## src/rtl/cnn_layer_sequencer.sv

```systemverilog
// cnn_layer_sequencer
//   Walks a small per-layer configuration table and drives the CNN
//   accelerator one layer at a time: presents base address and layer
//   config, pulses layer start, waits for a fresh layer done, then
//   advances the weight/param base addresses for the next layer.
//
// Ports
//   HCLK, HRESET      clock, synchronous active-high reset
//   cfg_we/idx/data   layer table write {act_shift, bias_shift, is_conv3x3};
//                     dropped while busy
//   n_layers          layer count, sampled with seq_start
//   seq_start         start a run (IDLE only); seq_abort returns to IDLE
//   layer_done        accelerator done level (may be left high)
//   acc_base_addr     {param, weight} base address of the current layer
//   acc_layer_config  {16'b0, act, bias, idx, last, conv3x3, last, first}
//   acc_layer_start   one-cycle start pulse
//   busy, seq_done    run in progress / one-cycle end-of-run pulse
//   cur_layer, err    current layer index / sticky error flag
module cnn_layer_sequencer #(
  parameter int N_LAYER_MAX = 8,
  parameter int Ti          = 16,
  parameter int To          = 16,
  parameter int N           = 16,
  parameter int W_WADDR     = 20,
  parameter int W_PADDR     = 12,
  parameter int TIMEOUT     = 2**24
) (
  input  logic        HCLK,
  input  logic        HRESET,
  input  logic        cfg_we,
  input  logic [2:0]  cfg_idx,
  input  logic [8:0]  cfg_data,
  input  logic [3:0]  n_layers,
  input  logic        seq_start,
  input  logic        seq_abort,
  input  logic        layer_done,
  output logic [31:0] acc_base_addr,
  output logic [31:0] acc_layer_config,
  output logic        acc_layer_start,
  output logic        busy,
  output logic        seq_done,
  output logic [3:0]  cur_layer,
  output logic        err
);

  localparam int IDX_W = (N_LAYER_MAX > 1) ? $clog2(N_LAYER_MAX) : 1;
  localparam int WD_W  = $clog2(TIMEOUT);
  localparam logic [W_WADDR-1:0] W_STEP_CONV = W_WADDR'(Ti * To * 9 / N);
  localparam logic [W_WADDR-1:0] W_STEP_1X1  = W_WADDR'(To);
  localparam logic [W_PADDR-1:0] P_STEP      = W_PADDR'(To);
  // The counter is compared against its value one cycle before it would
  // reach TIMEOUT-1, so the return to IDLE coincides with that count.
  localparam logic [WD_W-1:0]    WD_LAST     = WD_W'(TIMEOUT - 2);
  localparam logic [4:0]         N_MAX       = 5'(N_LAYER_MAX);

  typedef enum logic [2:0] {
    S_IDLE, S_SETUP, S_PULSE, S_WAIT_LOW, S_WAIT_DONE, S_ADVANCE, S_DONE
  } state_t;

  state_t             state, state_nxt;
  logic [8:0]         layer_tbl [N_LAYER_MAX];
  logic [8:0]         entry;
  logic [3:0]         n_lat;
  logic [W_WADDR-1:0] weight_addr;
  logic [W_PADDR-1:0] param_addr;
  logic [WD_W-1:0]    wd_cnt;
  logic               start_ok;
  logic               is_last;
  logic               wd_expired;

  assign start_ok   = (n_layers != 4'd0) && ({1'b0, n_layers} <= N_MAX);
  assign is_last    = (cur_layer == n_lat - 4'd1);
  assign wd_expired = (wd_cnt == WD_LAST);
  assign entry      = layer_tbl[cur_layer[IDX_W-1:0]];

  always_ff @(posedge HCLK) begin
    if (HRESET) state <= S_IDLE;
    else        state <= state_nxt;
  end

  always_comb begin
    state_nxt       = state;
    acc_layer_start = 1'b0;
    seq_done        = 1'b0;
    busy            = (state != S_IDLE);
    if (state != S_IDLE && seq_abort) begin
      state_nxt = S_IDLE;
    end else begin
      case (state)
        S_IDLE:      if (seq_start && start_ok) state_nxt = S_SETUP;
        S_SETUP:     state_nxt = S_PULSE;
        S_PULSE: begin
          acc_layer_start = 1'b1;
          state_nxt       = S_WAIT_LOW;
        end
        // A done level still high from the previous layer must drop first.
        S_WAIT_LOW:  if (wd_expired) state_nxt = S_IDLE;
                     else if (!layer_done) state_nxt = S_WAIT_DONE;
        S_WAIT_DONE: if (wd_expired) state_nxt = S_IDLE;
                     else if (layer_done) state_nxt = S_ADVANCE;
        S_ADVANCE:   state_nxt = is_last ? S_DONE : S_SETUP;
        S_DONE: begin
          seq_done  = 1'b1;
          state_nxt = S_IDLE;
        end
        default:     state_nxt = S_IDLE;
      endcase
    end
  end

  always_ff @(posedge HCLK) begin
    if (HRESET) begin
      for (int i = 0; i < N_LAYER_MAX; i++) layer_tbl[i] <= '0;
      acc_base_addr    <= '0;
      acc_layer_config <= '0;
      cur_layer        <= '0;
      err              <= 1'b0;
      n_lat            <= '0;
      weight_addr      <= '0;
      param_addr       <= '0;
      wd_cnt           <= '0;
    end else begin
      if (state == S_IDLE && cfg_we) layer_tbl[cfg_idx] <= cfg_data;
      case (state)
        S_IDLE: begin
          if (seq_start) begin
            if (start_ok) begin
              n_lat       <= n_layers;
              err         <= 1'b0;
              cur_layer   <= '0;
              weight_addr <= '0;
              param_addr  <= '0;
            end else begin
              err <= 1'b1;
            end
          end
        end
        S_SETUP: begin
          acc_base_addr    <= {param_addr, weight_addr};
          acc_layer_config <= {16'b0, entry[8:6], entry[5:1], cur_layer,
                               is_last, entry[0], is_last, (cur_layer == 4'd0)};
        end
        S_PULSE: wd_cnt <= '0;
        S_WAIT_LOW, S_WAIT_DONE: begin
          if (!seq_abort && wd_expired) err <= 1'b1;
          wd_cnt <= wd_cnt + 1'b1;
        end
        // Conv kind comes from the config latched in SETUP for this layer.
        S_ADVANCE: begin
          if (!seq_abort) begin
            weight_addr <= weight_addr + (acc_layer_config[2] ? W_STEP_CONV : W_STEP_1X1);
            param_addr  <= param_addr + P_STEP;
            if (!is_last) cur_layer <= cur_layer + 4'd1;
          end
        end
        default: ;
      endcase
    end
  end

endmodule

```

## config.mk

```make
export PLATFORM = sky130hd
export DESIGN_NAME = cnn_layer_sequencer
export DESIGN_NICKNAME = d
export VERILOG_FILES = /design/src/rtl/cnn_layer_sequencer.sv
export SDC_FILE = /design/constraint.sdc
export NUM_CORES = 1
export LEC_CHECK = 0
export BUFFER_PORTS_ARGS = -buffer_cell sky130_fd_sc_hd__buf_2
export CORE_MARGIN = 2
export CORE_UTILIZATION = 45
export CTS_CLUSTER_DIAMETER = 50
export DETAILED_ROUTE_END_ITERATION = 10
export GPL_TIMING_DRIVEN = 0
export PLACE_DENSITY_LB_ADDON = 0.2
export SLEW_MARGIN = 20
export SYNTH_ARGS = -nofsm -noshare
export SYNTH_HDL_FRONTEND = slang
export SYNTH_SLANG_ARGS = --single-unit
```

## constraint.sdc

```tcl
create_clock -name HCLK -period 3.3 [get_ports HCLK]
set_clock_uncertainty 0.1 [all_clocks]
set_input_delay 0.165 -clock HCLK [delete_from_list [all_inputs] [get_ports HCLK]]
set_output_delay 0.165 -clock HCLK [all_outputs]
set_load 0.02 [all_outputs]
```

==> metrics.txt, run 1 <==
outcome=finished clean; initial antenna violation count=0; HPWL Detailed=13,500 um; synth cell count leaders=dfxtp_1, nand2_1, and2_1; drt wl/cell=16.4 um; CTS HTree Levels=4; die area=19,000 um2; Setup Viol. Count Final=0; Post-synth top flop=dfxtp_1; RSZ-0062 raised after global routing=false; Netlist Area Pre-Place=8060 um2; Final nets=937; largest net degree at the start of global routing=18; maximum VDD drop=0.000438 V; Seq cells post-synth=171; area taken by multi-input logic gates=3550 um2; Worst-path clk slew=0.07 ns; first-pass GRT wire length=29,800 um; vias per inst=5.30; Post-synth EDFFs=72; PD cells=502 nW/um2; number of distinct library cells after synthesis=64; site row count=48; Syn Inst Count=790; DRC=0; worst-skew pair later-pin latency=0.44 ns; ANT cells=0; Antenna Nets Post-Route=0; slew at the pin closest to its max-slew limit=0.931 ns; fill cell total of the finished layout=1,545; Vias=6,074; Final Non-Filler Cells=1,145; Synth top area share=0.268; Design Power=4.75 mW; crit start category=register; fin crit share=0.917; core area=17,400 um2; fmax=331 MHz; Clock Tree Buf Depth=2; critical path class=reg -> reg; max-slew violations=0; maxcap violations=0; Hold WS=0.0241 ns; Yosys top cell by area=edfxtp_1; total CTS buffers=17; Total GRT Usage=0.209; drt first pass iters=5; CTS Root Cell=clkbuf_16; async set-reset flop share out of synthesis=0; # IOs=94; syn avg cell area=10.2 um2; placed cells=1,108; sequential element share of the synthesized area=0.514; top fanout value on the critical path=10; RePlAce Congestion=0.793; GRT Residual Overflow=0; setup_tns=0 ns; vias in the first global route=5,728; Iter 0 DRT Violations=392; overall die height=138 um; Layout area overhead=17.5%; minimum clock period=3.02 ns; # clock sinks=171; Starting Density=0.463; required time worst endpoint=3.31 ns; Reg area=4140 um2; # Post-CTS Setup Buffers=0; Post-Route WL=18,800 um; CTS tree=done; Slew HR=0.375; Hold WC Path Type=in -> reg; PortBufs=68; synth warn=0; Die Width=138 um; leakage=3.50 nW; Worst Setup End Kind=register; top cells by area, synth=edfxtp_1, dfxtp_1, and2_1; Arr. time, crit path=3.04 ns; share of layout cells above drive strength 1=0.197; final hold vios=0
## cells in the final DEF, fill, tap and decap left out, drive strengths merged, types with 4 or more instances in the layout
cell	synthesis	routed
nand3b	4	4
o211ai	6	6
ha	8	8
o21ai	14	14
nor2	63	63
nand3	23	23
nand2	99	99
edfxtp	72	72
nor3	16	16
xnor2	18	18
or2	7	7
and3	5	5
mux2	4	4
or3	13	13
inv	15	23
clkbuf	28	46
a21oi	64	64
nand4b	4	4
dfxtp	99	99
nor4	10	10
conb	1	24
nand4	16	16
mux4	18	18
a311oi	12	12
and4	4	4
dlygate4sd3	0	5
mux2i	4	4
buf	41	111
and2	77	77
## worst max-delay path, cell delays in order, from the launching register on
cell and delay (ns):
dfxtp_1 0.35, clkbuf_1 0.22, nor3_1 0.70, nand4b_1 0.40, nor3_2 0.55, or2_2 0.38
## metrics by stage
stage	worst slack [ns]	utilization	instance area (um2)
finish	0.275	0.544	9470
detailed placement	-0.0137	0.504	8780
global route	0.0393	0.544	9470
global placement	-0.0778	0.503	8770
floorplan	0.976	-	8150
CTS	0.0407	0.544	9470
## logic make-up after synthesis
kind of cell / count (synthesis) / synth area share
AO/OA/AOI/OAI: 123 / 0.102
other: 1 / 0.000465
XOR/XNOR: 22 / 0.0256
AND/OR/NAND/NOR: 355 / 0.228
buffers and inverters: 84 / 0.0567
multiplexers: 26 / 0.0609
adder cells (fa/ha/maj): 8 / 0.0124
flip-flops: 171 / 0.514
## worst paths after layout
path                                     endpoint  cells after the start  slack, ns               from
worst max-delay path              layer_tbl[0][6]                      5       0.28           state[1]
worst min-delay path              layer_tbl[0][3]                      2       0.02        cfg_data[3]
worst max register to register    layer_tbl[0][6]                      5       0.28           state[1]
worst min register to register  acc_base_addr[15]                      2       0.35  acc_base_addr[15]
## flip-flops by register name (all words and copies together) (netlist names)
| register | flops |
|---|---|
| acc_base_addr | 24 |
| acc_layer_config | 15 |
| cur_layer | 4 |
| err | 1 |
| layer_tbl | 72 |
| n_lat | 4 |
| param_addr | 8 |
| state | 3 |
| wd_cnt | 24 |
| weight_addr | 16 |
## cell type report
cell class | count | area share
clock buffers | 18 | 0.0453
flip-flops and latches | 171 | 0.438
inverters | 15 | 0.00594
well taps | 225 | 0.0297
multi-input cells | 558 | 0.375
clock inverters | 14 | 0.0211
repair buffers | 75 | 0.0428
plain buffers | 69 | 0.0423
## where the power goes
| group | total [mW] | switching [mW] | internal, mW |
|---|---|---|---|
| Sequential | 2.28 | 0.0219 | 2.25 |
| Combinational | 0.343 | 0.227 | 0.116 |
| Clock | 2.14 | 0.910 | 1.23 |
## routing by layer
metal / track usage / wire length [um]
met1: 0.267 / 8350
met2: 0.352 / 9200
met3: 0.0471 / 965
met4: 0.0703 / 307
met5: 0 / 0
## timing repair
item,4_1_cts,5_1_grt
endpoints found under the setup margin,9,9
endpoints found under the hold margin,7,0
pin swaps,0,0
gates resized for setup,1,1
hold buffers,5,0
(Power assumes the default switching activity.)
==> inputs of run 2 (changes only) <==
--- a/config.mk
+++ b/config.mk
@@ -6,6 +6,8 @@
 export NUM_CORES = 1
 export LEC_CHECK = 0
 export BUFFER_PORTS_ARGS = -buffer_cell sky130_fd_sc_hd__buf_2
+export CELL_PAD_IN_SITES_DETAIL_PLACEMENT = 1
+export CELL_PAD_IN_SITES_GLOBAL_PLACEMENT = 1
 export CORE_MARGIN = 2
 export CORE_UTILIZATION = 45
 export CTS_CLUSTER_DIAMETER = 50
==> metrics.txt, run 2 (synthesis results as in run 1) <==
outcome=finished clean (unchanged); minimum clock period=2.79 ns (was 3.02 ns); core area=17,400 um2 (unchanged); initial antenna violation count=0 (unchanged); RePlAce Congestion=0.818 (was 0.793); DRC=0 (unchanged); first-pass GRT wire length=35,000 um (was 29,800 um); drt wl/cell=19.4 um (was 16.4 um); top fanout value on the critical path=10 (unchanged); drt first pass iters=4 (was 5); biggest regs=layer_tbl x72, acc_base_addr x24, wd_cnt x24 (unchanged); RSZ-0062 raised after global routing=false (unchanged); final worst slack=0.507 ns (was 0.275 ns); required time worst endpoint=3.32 ns (was 3.31 ns); Post-Place Worst Slack=-0.0561 ns (was -0.0137 ns); total CTS buffers=17 (unchanged); maximum VDD drop=0.000390 V (was 0.000438 V); max-slew violations=0 (unchanged); worst-skew pair later-pin latency=0.44 ns (about the same); Worst Setup End Kind=register (unchanged); Arr. time, crit path=2.81 ns (was 3.04 ns); ANT cells=0 (unchanged); PortBufs=68 (unchanged); Reg-to-Reg Start=state[1] (unchanged); maxcap violations=0 (unchanged); # IOs=94 (unchanged); critical path endpoint=layer_tbl[0][4] (was layer_tbl[0][6]); critical path class=reg -> reg (unchanged); fmax=358 MHz (was 331 MHz); max reg flops=72 (unchanged); PD cells=502 nW/um2 (about the same); CTS Root Cell=clkbuf_16 (unchanged); Antenna Nets Post-Route=0 (unchanged); Final Non-Filler Cells=1,143 (was 1,145); largest net degree at the start of global routing=18 (unchanged); CTS HTree Levels=4 (unchanged); Die Width=138 um (unchanged); GRT Residual Overflow=0 (unchanged); fill cell total of the finished layout=1,977 (was 1,545); R2R Setup Slk=0.51 ns (was 0.28 ns); Slew HR=0.349 (was 0.375); Vias=6,359 (was 6,074); Reg with most FFs=layer_tbl (unchanged); Total GRT Usage=0.246 (was 0.209); fin crit share=0.846 (was 0.917); CTS tree=done (unchanged); slew at the pin closest to its max-slew limit=0.970 ns (was 0.931 ns); HPWL Detailed=15,900 um (was 13,500 um); Post-Route WL=22,100 um (was 18,800 um); overall die height=138 um (unchanged); RR Endpoint=layer_tbl[0][4] (was layer_tbl[0][6]); Final nets=935 (was 937); Layout area overhead=17.1% (was 17.5%); Starting Density=0.463 (unchanged); site row count=48 (unchanged); Setup Viol. Count Final=0 (unchanged); Iter 0 DRT Violations=341 (was 392); most frequent cells in the layout=nand2_1, dfxtp_1, and2_1, buf_2, edfxtp_1 (unchanged); # Post-CTS Setup Buffers=0 (unchanged); CP startpoint=state[1] (unchanged); crit start category=register (unchanged); design area=9440 um2 (was 9470 um2); placed cell area=8770 um2 (was 8780 um2); # clock sinks=171 (unchanged); Worst-path clk slew=0.08 ns (was 0.07 ns); die area=19,000 um2 (unchanged); Clock Tree Buf Depth=2 (unchanged); placed cells=1,106 (was 1,108); final hold vios=0 (unchanged); vias in the first global route=6,474 (was 5,728); cells on worst reg2reg path=5 (unchanged); leakage=3.48 nW (was 3.50 nW); Final Util=0.542 (was 0.544); vias per inst=5.56 (was 5.30); Hold WC Path Type=in -> reg (unchanged); share of layout cells above drive strength 1=0.196 (was 0.197)
run 2: per-stage QoR:
step	setup TNS [ns]	total power, mW	hold WS [ns]
detailed placement	-0.511	2.67	0.343
global placement	0	2.65	0.337
finish	0	4.74	0.0188
floorplan	0	2.54	0.174
CTS	0	4.76	0.0111
global route	0	4.88	0.0261
run 2: worst min-delay path by stage:
stage,startpoint,endpoint,cells past startpoint
6_report,cfg_data[3],layer_tbl[6][3],2
5_1_grt,cfg_data[3],layer_tbl[0][3],2
4_1_cts,cfg_data[3],layer_tbl[0][3],2
3_5_place_dp,layer_done,state[2],2
3_3_place_gp,layer_done,state[2],2
2_1_floorplan,layer_done,state[2],1
run 2: area by class of cell:
type / instances / area [um2] / area share
inverter: 15 / 56.3 / 0.00596
multi-input combinational: 558 / 3560 / 0.377
clock buffer: 17 / 425 / 0.0451
timing repair buffer: 73 / 390 / 0.0414
tap: 225 / 282 / 0.0298
sequential: 171 / 4140 / 0.439
buffer: 69 / 400 / 0.0424
clock inverter: 15 / 183 / 0.0194
run 2: what timing repair did:
item	4_1_cts	5_1_grt
hold buffers	5	0
gates resized for setup	2	1
endpoints found under the hold margin	7	0
endpoints found under the setup margin	18	9
run 2: routing by layer:
metal | vias up | track usage | share of wire
li1 | 3010 | - | -
met1 | 3186 | 0.296 | 0.41
met2 | 136 | 0.441 | 0.53
met3 | 27 | 0.0430 | 0.039
met4 | 0 | 0.0879 | 0.017
met5 | - | 0 | 0
run 2: critical path, stage by stage, from the launching register on:
cell and delay (ns):
dfxtp_1 0.34, clkbuf_1 0.24, nor3_2 0.43, nand4b_1 0.39
nor3_2 0.58, or2_2 0.39
run 2: where the power goes:
part	switching, mW	internal, mW	total [mW]
combinational	0.235	0.115	0.350
clock	0.961	1.15	2.11
sequential	0.0258	2.25	2.28
total	1.22	3.52	4.74
==> inputs of run 3 (changes only) <==
==> constraint.sdc (replaced) <==
create_clock -name HCLK -period 2.8 [get_ports HCLK]
set_clock_uncertainty 0.1 [all_clocks]
set_input_delay 0.14 -clock HCLK [delete_from_list [all_inputs] [get_ports HCLK]]
set_output_delay 0.14 -clock HCLK [all_outputs]
set_load 0.02 [all_outputs]
==> metrics.txt, run 3 (synthesis results as in run 1) <==
part of the power in combinational logic=0.075 (was 0.074); top fanout value on the critical path=10 (unchanged); CP startpoint=state[1] (unchanged); cells on worst reg2reg path=5 (unchanged); RSZ-0062 raised after global routing=true (was false); switching fraction of total power=0.258 (about the same); slew at the pin closest to its max-slew limit=0.967 ns (was 0.970 ns); outcome=finished clean (unchanged); leakage=3.51 nW (was 3.48 nW); GRT Residual Overflow=0 (unchanged); Layout area overhead=17.9% (was 17.1%); CTS tree=done (unchanged); Int Pwr=4.15 mW (was 3.52 mW); core area=17,400 um2 (unchanged); Final nets=939 (was 935); PortBufs=68 (unchanged); CTS Root Cell=clkbuf_16 (unchanged); setup_tns=0 ns (unchanged); largest net degree at the start of global routing=18 (unchanged); biggest regs=layer_tbl x72, acc_base_addr x24, wd_cnt x24 (unchanged); Worst Setup End Kind=register (unchanged); vias per inst=5.53 (was 5.56); required time worst endpoint=2.83 ns (was 3.32 ns); share of layout cells above drive strength 1=0.201 (was 0.196); Arr. time, crit path=2.65 ns (was 2.81 ns); DRC=0 (unchanged); ANT cells=0 (unchanged); Iter 0 DRT Violations=339 (was 341); CTS HTree Levels=4 (unchanged); Reg-to-Reg Start=state[1] (unchanged); RePlAce Congestion=0.818 (unchanged); Post-Place Worst Slack=-0.556 ns (was -0.0561 ns); Total GRT Usage=0.246 (about the same); first-pass GRT wire length=35,000 um (about the same); fill cell total of the finished layout=1,968 (was 1,977); Die Width=138 um (unchanged); vias in the first global route=6,502 (was 6,474); HPWL Detailed=15,900 um (unchanged); final hold vios=0 (unchanged); Hold WC Path Type=in -> reg (unchanged); Hold WS=0.00532 ns (was 0.0188 ns); drt first pass iters=4 (unchanged); Setup Viol. Count Final=0 (unchanged); fin crit share=0.936 (was 0.846); max reg flops=72 (unchanged); die area=19,000 um2 (unchanged); P_sw=1.44 mW (was 1.22 mW); Starting Density=0.463 (unchanged); PD cells=588 nW/um2 (was 502 nW/um2); max-slew violations=0 (unchanged); Clock Tree Buf Depth=2 (unchanged); site row count=48 (unchanged); hold_sp=cfg_data[6] (was cfg_data[3]); # IOs=94 (unchanged); worst-skew pair later-pin latency=0.44 ns (about the same); Worst Hold Depth=2 (unchanged); Post-Route WL=22,200 um (was 22,100 um); Reg power frac=0.481 (about the same); most frequent cells in the layout=nand2_1, dfxtp_1, and2_1, buf_2, edfxtp_1 (unchanged); Worst-path clk slew=0.07 ns (was 0.08 ns); minimum clock period=2.62 ns (was 2.79 ns); Antenna Nets Post-Route=0 (unchanged); final worst slack=0.179 ns (was 0.507 ns); total CTS buffers=17 (unchanged); Clk network pwr share=0.444 (was 0.445); critical path class=reg -> reg (unchanged); # clock sinks=171 (unchanged); overall die height=138 um (unchanged); fmax=382 MHz (was 358 MHz); drt wl/cell=19.4 um (about the same); maximum VDD drop=0.000460 V (was 0.000390 V); maxcap violations=0 (unchanged); crit start category=register (unchanged); initial antenna violation count=0 (unchanged); Slew HR=0.351 (was 0.349); Reg with most FFs=layer_tbl (unchanged); Vias=6,345 (was 6,359)
==> run 3: worst max-delay path, cell delays in order (launching register included) <==
cell      delay (ns)
dfxtp_1         0.34
clkbuf_1        0.26
nor3_4          0.31
nand4_1         0.34
nor3_2          0.57
or2_2           0.38
==> run 3: final timing paths <==
path / end / slack (ns)
min reg2reg: acc_base_addr[5] / 0.36
min: layer_tbl[2][6] / 0.005
max: layer_tbl[1][3] / 0.18
max reg2reg: layer_tbl[1][3] / 0.18
==> run 3: layout make-up <==
class | instances | area, um2 | share of cell area
multi-input cells | 558 | 3580 | 0.377
well taps | 225 | 282 | 0.0296
repair buffers | 77 | 425 | 0.0448
clock inverters | 15 | 183 | 0.0192
inverters | 15 | 56.3 | 0.00593
flip-flops and latches | 171 | 4140 | 0.436
clock buffers | 17 | 425 | 0.0448
plain buffers | 69 | 400 | 0.0421
==> run 3: power groups by stage <==
stage	Clock, mW	Combinational (mW)	Sequential [mW]
6_report	2.48	0.419	2.69
5_1_grt	2.61	0.457	2.69
3_3_place_gp	0	0.388	2.74
3_5_place_dp	0	0.404	2.74
4_1_cts	2.51	0.416	2.69
2_1_floorplan	0	0.254	2.75
==> run 3: routing by layer <==
layer,part of all wire,vias to the layer above,global-route usage
li1,-,3021,-
met1,0.41,3155,0.294
met2,0.53,146,0.443
met3,0.044,23,0.0430
met4,0.015,0,0.0901
met5,0,-,0
==> run 3: per-stage QoR <==
| stage | cell area, um2 | total power [mW] | util | cells |
|---|---|---|---|---|
| detailed placement | 8770 | 3.15 | 0.503 | 1106 |
| global route | 9500 | 5.76 | 0.545 | 1147 |
| global placement | 8770 | 3.13 | 0.503 | 1106 |
| finish | 9500 | 5.59 | 0.545 | 1147 |
| CTS | 9460 | 5.62 | 0.543 | 1145 |
| floorplan | 8150 | 3.00 | - | 813 |
==> run 3: timing repair <==
item,CTS,global route
setup endpoints to repair,90,72
buffers inserted,0,2
endpoints found under the hold margin,17,0
resized for setup,5,5
hold buffers,7,0
pin swaps,0,1
